File: src/rtl/ipsxe_floating_point_group2_lo_carry_gen_v1_0.sv
// Low-segment carry producer for the group2 segmented adder: accumulates a burst of
// signed low terms, then publishes the signed carry field, low remainder and a2_hi+cin1.
module ipsxe_floating_point_group2_lo_carry_gen_v1_0 #(
    parameter int LO_W = 44,
    parameter int HI_W = 8,
    parameter int CF_W = 5
) (
    input  logic                   i_clk,
    input  logic                   i_rst_n,
    input  logic                   i_start,
    input  logic [3:0]             i_num_terms,
    input  logic [HI_W-1:0]        i_a2_hi,
    input  logic                   i_cin1,
    input  logic                   i_term_valid,
    input  logic signed [LO_W:0]   i_term,
    output logic                   o_busy,
    output logic                   o_valid,
    output logic [CF_W-1:0]        o_group2_lo_hi,
    output logic [LO_W-1:0]        o_group2_lo,
    output logic [HI_W-1:0]        o_a2_hi_plus_cin1
);

    localparam int ACC_W = LO_W + CF_W;

    localparam logic [1:0] S_IDLE  = 2'd0;
    localparam logic [1:0] S_ACCUM = 2'd1;
    localparam logic [1:0] S_DONE  = 2'd2;

    logic [1:0]               r_state;
    logic [3:0]               r_num;
    logic [3:0]               r_cnt;
    logic signed [ACC_W-1:0]  r_acc;
    logic                     r_valid;
    logic [CF_W-1:0]          r_cf;
    logic [LO_W-1:0]          r_lo;
    logic [HI_W-1:0]          r_a2p;

    logic signed [ACC_W-1:0]  w_term_ext;
    logic [3:0]               w_cnt_next;
    logic                     w_last;

    // 15 terms of at most |2^LO_W| fit in LO_W+CF_W signed bits, so plain wrap-free add.
    function automatic logic signed [ACC_W-1:0] sext_term(input logic signed [LO_W:0] t);
        return {{(CF_W-1){t[LO_W]}}, t};
    endfunction

    assign w_term_ext = sext_term(i_term);
    assign w_cnt_next = r_cnt + 4'd1;
    assign w_last     = (w_cnt_next == r_num);

    always_ff @(posedge i_clk or negedge i_rst_n) begin
        if (!i_rst_n) begin
            r_state <= S_IDLE;
            r_num   <= '0;
            r_cnt   <= '0;
            r_acc   <= '0;
            r_valid <= 1'b0;
            r_cf    <= '0;
            r_lo    <= '0;
            r_a2p   <= '0;
        end else begin
            r_valid <= 1'b0;
            case (r_state)
                S_IDLE: begin
                    if (i_start) begin
                        r_num   <= i_num_terms;
                        r_cnt   <= '0;
                        r_acc   <= '0;
                        r_a2p   <= i_a2_hi + HI_W'(i_cin1);
                        r_state <= (i_num_terms == 4'd0) ? S_DONE : S_ACCUM;
                    end
                end
                S_ACCUM: begin
                    if (i_term_valid) begin
                        r_acc <= r_acc + w_term_ext;
                        r_cnt <= w_cnt_next;
                        if (w_last) r_state <= S_DONE;
                    end
                end
                S_DONE: begin
                    // Publish only here so a zero-term burst reports the cleared sum.
                    r_cf    <= r_acc[ACC_W-1:LO_W];
                    r_lo    <= r_acc[LO_W-1:0];
                    r_valid <= 1'b1;
                    r_state <= S_IDLE;
                end
                default: r_state <= S_IDLE;
            endcase
        end
    end

    assign o_busy            = (r_state != S_IDLE);
    assign o_valid           = r_valid;
    assign o_group2_lo_hi    = r_cf;
    assign o_group2_lo       = r_lo;
    assign o_a2_hi_plus_cin1 = r_a2p;

endmodule

File: config.mk
export PLATFORM = sky130hd
export DESIGN_NAME = ipsxe_floating_point_group2_lo_carry_gen_v1_0
export DESIGN_NICKNAME = d
export VERILOG_FILES = /design/src/rtl/ipsxe_floating_point_group2_lo_carry_gen_v1_0.sv
export SDC_FILE = /design/constraint.sdc
export NUM_CORES = 1
export LEC_CHECK = 0
export ABC_AREA = 0
export BUFFER_PORTS_ARGS = -buffer_cell sky130_fd_sc_hd__buf_2
export CORE_MARGIN = 2
export CORE_UTILIZATION = 40
export DETAILED_ROUTE_END_ITERATION = 8
export PLACE_DENSITY = 0.67
export SLEW_MARGIN = 20
export SYNTH_ARGS = -nofsm -noshare
export SYNTH_HDL_FRONTEND = slang
export SYNTH_SLANG_ARGS = --single-unit
File: constraint.sdc
create_clock -name i_clk -period 4.7 [get_ports i_clk]
set_input_delay 0.47 -clock i_clk [delete_from_list [all_inputs] [get_ports i_clk]]
set_output_delay 0.47 -clock i_clk [all_outputs]
set_load 0.01 [all_outputs]
==> flow_summary.yaml <==
status:
  status: "complete, no violations"
routing:
  vias_per_cell: 5.45
  wl_mm: 18.5
  drc: 0
  dr.pass1.iters: 4
  ant_nets: 0
  wl_per_cell_um: 16.3
  vias: 6190
  initialDrtViolationCount: 420
sta:
  fin_setup_tns_ps: 0
  hold_slack_ps: 3.26
  fmax_mhz: 319
  min_period_over_period: 0.667
  hold_viol: 0
  clock_skew_ps: 10.9
  finalSetupViolCount: 0
  drv_slew: 0
  fin_crit_ps: 3140
  rsz0062_at_grt: "no"
  slew_headroom: 0.396
  tightestPinTransition_ps: 906
yosys:
  ys.flop_type: "dfrtp_1"
  syn_inst: 787
  syn_nets: 901
  yosysSeqAreaShare: 0.398
  synth_edf_count: 0
  synth_area_sq_um: 7360
  synth-async-reset-ratio: 1.00
  synth_warnings: 0
  postSynthAreaPerCell_sq_um: 9.35
  ys_types: 64
  synth_seq_cells: 117
final_layout:
  drive_gt1_frac: 0.255
  layout_common_cells: "119 x buf_2, 117 x dfrtp_1, 110 x nand2_1"
  area_growth_pct: 19.4
  antenna_cells: 0
  layout_commonest_cell: "buf_2"
  fin_nets: 1008
  fin_cells: 1136
worst_setup_path:
  critPathBufInv: 1
  endpoint_kind: "flop"
  cp_cell_sequence: "ha_1 > inv_1 > fa_1 > nor2b_1 > o21bai_1 > a31oi_1 > o21ai_1 > a21oi_2 > a31oi_1 > o41ai_1 > a221oi_1 > xor2_1 > o21ai_1"
  crit_path_max_incr_delay_ps: 450
  cp.required_ps: 4980
  r2r_cells: 13
  cp_top_family: "compound AO/OA/AOI/OAI gates"
  worstSetupPathType: "reg2reg"
  r2r_slack_ps: 1560
  cp.arrival_ps: 3410
  reg2reg_to: "r_acc[46]"
  cp_max_fo: 3
  reg2reg_from: "r_acc[0]"
  startpoint_type: "flop"
  crit_slowest_cell: "o41ai_1"
clock_tree:
  cts_buffers: 17
  clk_latency_ps: 430
  cts_resized: 0
  post_cts_buffers: 0
  cts_max_path_buffers: 2
  cts_root_buf: "clkbuf_16"
  hold_buffers: 0
  cts_num_sinks: 117
  h-tree-depth: 4
  path_clk_slew_ps: 60
  cts_tree: "done"
placed_design:
  post-place-cells: 1104
  dp_hpwl_mm: 13.5
  port_buffers: 120
  place.gp.congestion: 0.909
worst_hold_path:
  hp-class: "in2async"
floorplanning:
  start_util: 0.408
  die_x_um: 140
  fp.dieH_um: 140
  die-area_sq_um: 19500
  num_rows: 49
  core_region_area_sq_um: 18000
  ios: 121
global_route:
  grt_first_pass_wirelength_mm: 31.3
  gr-total-overflow: 0
  grt_usage: 0.198
  grt_pass1_vias: 6294
  antenna_found_initial: 0
  grt_max_degree: 55
pwr:
  leakage_nw: 4.21
  ir_worst_vdd_mv: 0.463
  power_density_nw_per_um2: 745
  p_total_mw: 6.55
flow_run:
  max_cap_viol_count: 0
-- report_power, final --
part	switching [mW]	internal [mW]
clock network	0.496	0.928
registers	0.318	1.50
logic	1.90	1.41
total	2.71	3.84
-- cells in the mapped netlist, types with 4 or more instances --
| cell | count | share of area |
|---|---|---|
| and3_1 | 11 | 0.0093 |
| mux2_2 | 49 | 0.075 |
| nand3_1 | 18 | 0.012 |
| o21ai_0 | 64 | 0.044 |
| xnor2_1 | 29 | 0.035 |
| xor2_1 | 23 | 0.027 |
| o21a_1 | 4 | 0.0041 |
| nor2b_1 | 8 | 0.0068 |
| buf_2 | 6 | 0.0041 |
| o21ai_1 | 16 | 0.011 |
| and2_1 | 5 | 0.0042 |
| inv_1 | 18 | 0.0092 |
| a21o_1 | 22 | 0.022 |
| a21oi_1 | 49 | 0.033 |
| a21oi_2 | 5 | 0.0059 |
| buf_1 | 5 | 0.0025 |
| ha_1 | 51 | 0.087 |
| a22o_1 | 4 | 0.0048 |
| nand4_1 | 13 | 0.011 |
| dfrtp_1 | 117 | 0.40 |
| a31oi_1 | 4 | 0.0034 |
| a211oi_1 | 5 | 0.0051 |
| nor3_1 | 11 | 0.0075 |
| clkbuf_1 | 25 | 0.013 |
| nand2b_1 | 5 | 0.0042 |
| nor2_1 | 43 | 0.022 |
| nand2_1 | 110 | 0.056 |
| o21bai_1 | 12 | 0.012 |
-- worst max path at each step --
stage	startpoint	end	cells past startpoint
2_1_floorplan	i_term[0]	r_acc[44]	13
3_3_place_gp	i_term[0]	r_acc[46]	14
3_5_place_dp	i_term[0]	r_acc[46]	14
4_1_cts	r_acc[0]	r_acc[46]	13
5_1_grt	r_acc[0]	r_acc[46]	13
6_report	r_acc[0]	r_acc[46]	13
-- final cells by class --
class / instances / area [sq um]
clock buffers: 20 / 467
inverters: 18 / 67.6
well taps: 229 / 287
fillers: 1743 / 9230
flip-flops and latches: 117 / 2930
repair buffers: 125 / 641
clock inverters: 12 / 175
multi-input cells: 615 / 4230
-- flip-flops by register name, summed over array words and instances (netlist names) --
register,count
r_acc,49
o_group2_lo,44
o_a2_hi_plus_cin1,8
o_group2_lo_hi,5
r_cnt,4
r_num,4
r_state,2
o_valid,1
-- worst reg2reg max path: stages (launching register included) --
cell and delay [ps]:
dfrtp_1 360, ha_1 180, inv_1 60, fa_1 380
nor2b_1 190, o21bai_1 150, a31oi_1 250, o21ai_1 130
a21oi_2 240, a31oi_1 210, o41ai_1 450, a221oi_1 150
xor2_1 160, o21ai_1 70
-- logic make-up after synthesis --
logic type | synth area share
and+or+nand+nor | 0.150
AOI/OAI and AO/OA | 0.196
DFF | 0.398
buffers and inverters | 0.0301
xor gates and xnor gates | 0.0619
adders and majority gates | 0.0894
muxes | 0.0750
-- metrics by stage --
step | util | area [sq um] | setup slack, ps
global route | 0.488 | 8790 | 1300
global placement | 0.452 | 8150 | 1480
finish | 0.488 | 8790 | 1560
CTS | 0.488 | 8790 | 1590
detailed placement | 0.452 | 8150 | 1400
floorplan | - | 7360 | 1970
-- routing by layer --
| metal | routed length (um) | vias up | track usage |
|---|---|---|---|
| met5 | 0 | - | 0 |
| met4 | 184 | 0 | 0.0616 |
| met3 | 921 | 18 | 0.0482 |
| met2 | 8710 | 150 | 0.318 |
| met1 | 8700 | 2970 | 0.265 |
| li1 | - | 3052 | - |
No activity file was read; power rests on OpenSTA's default activity.
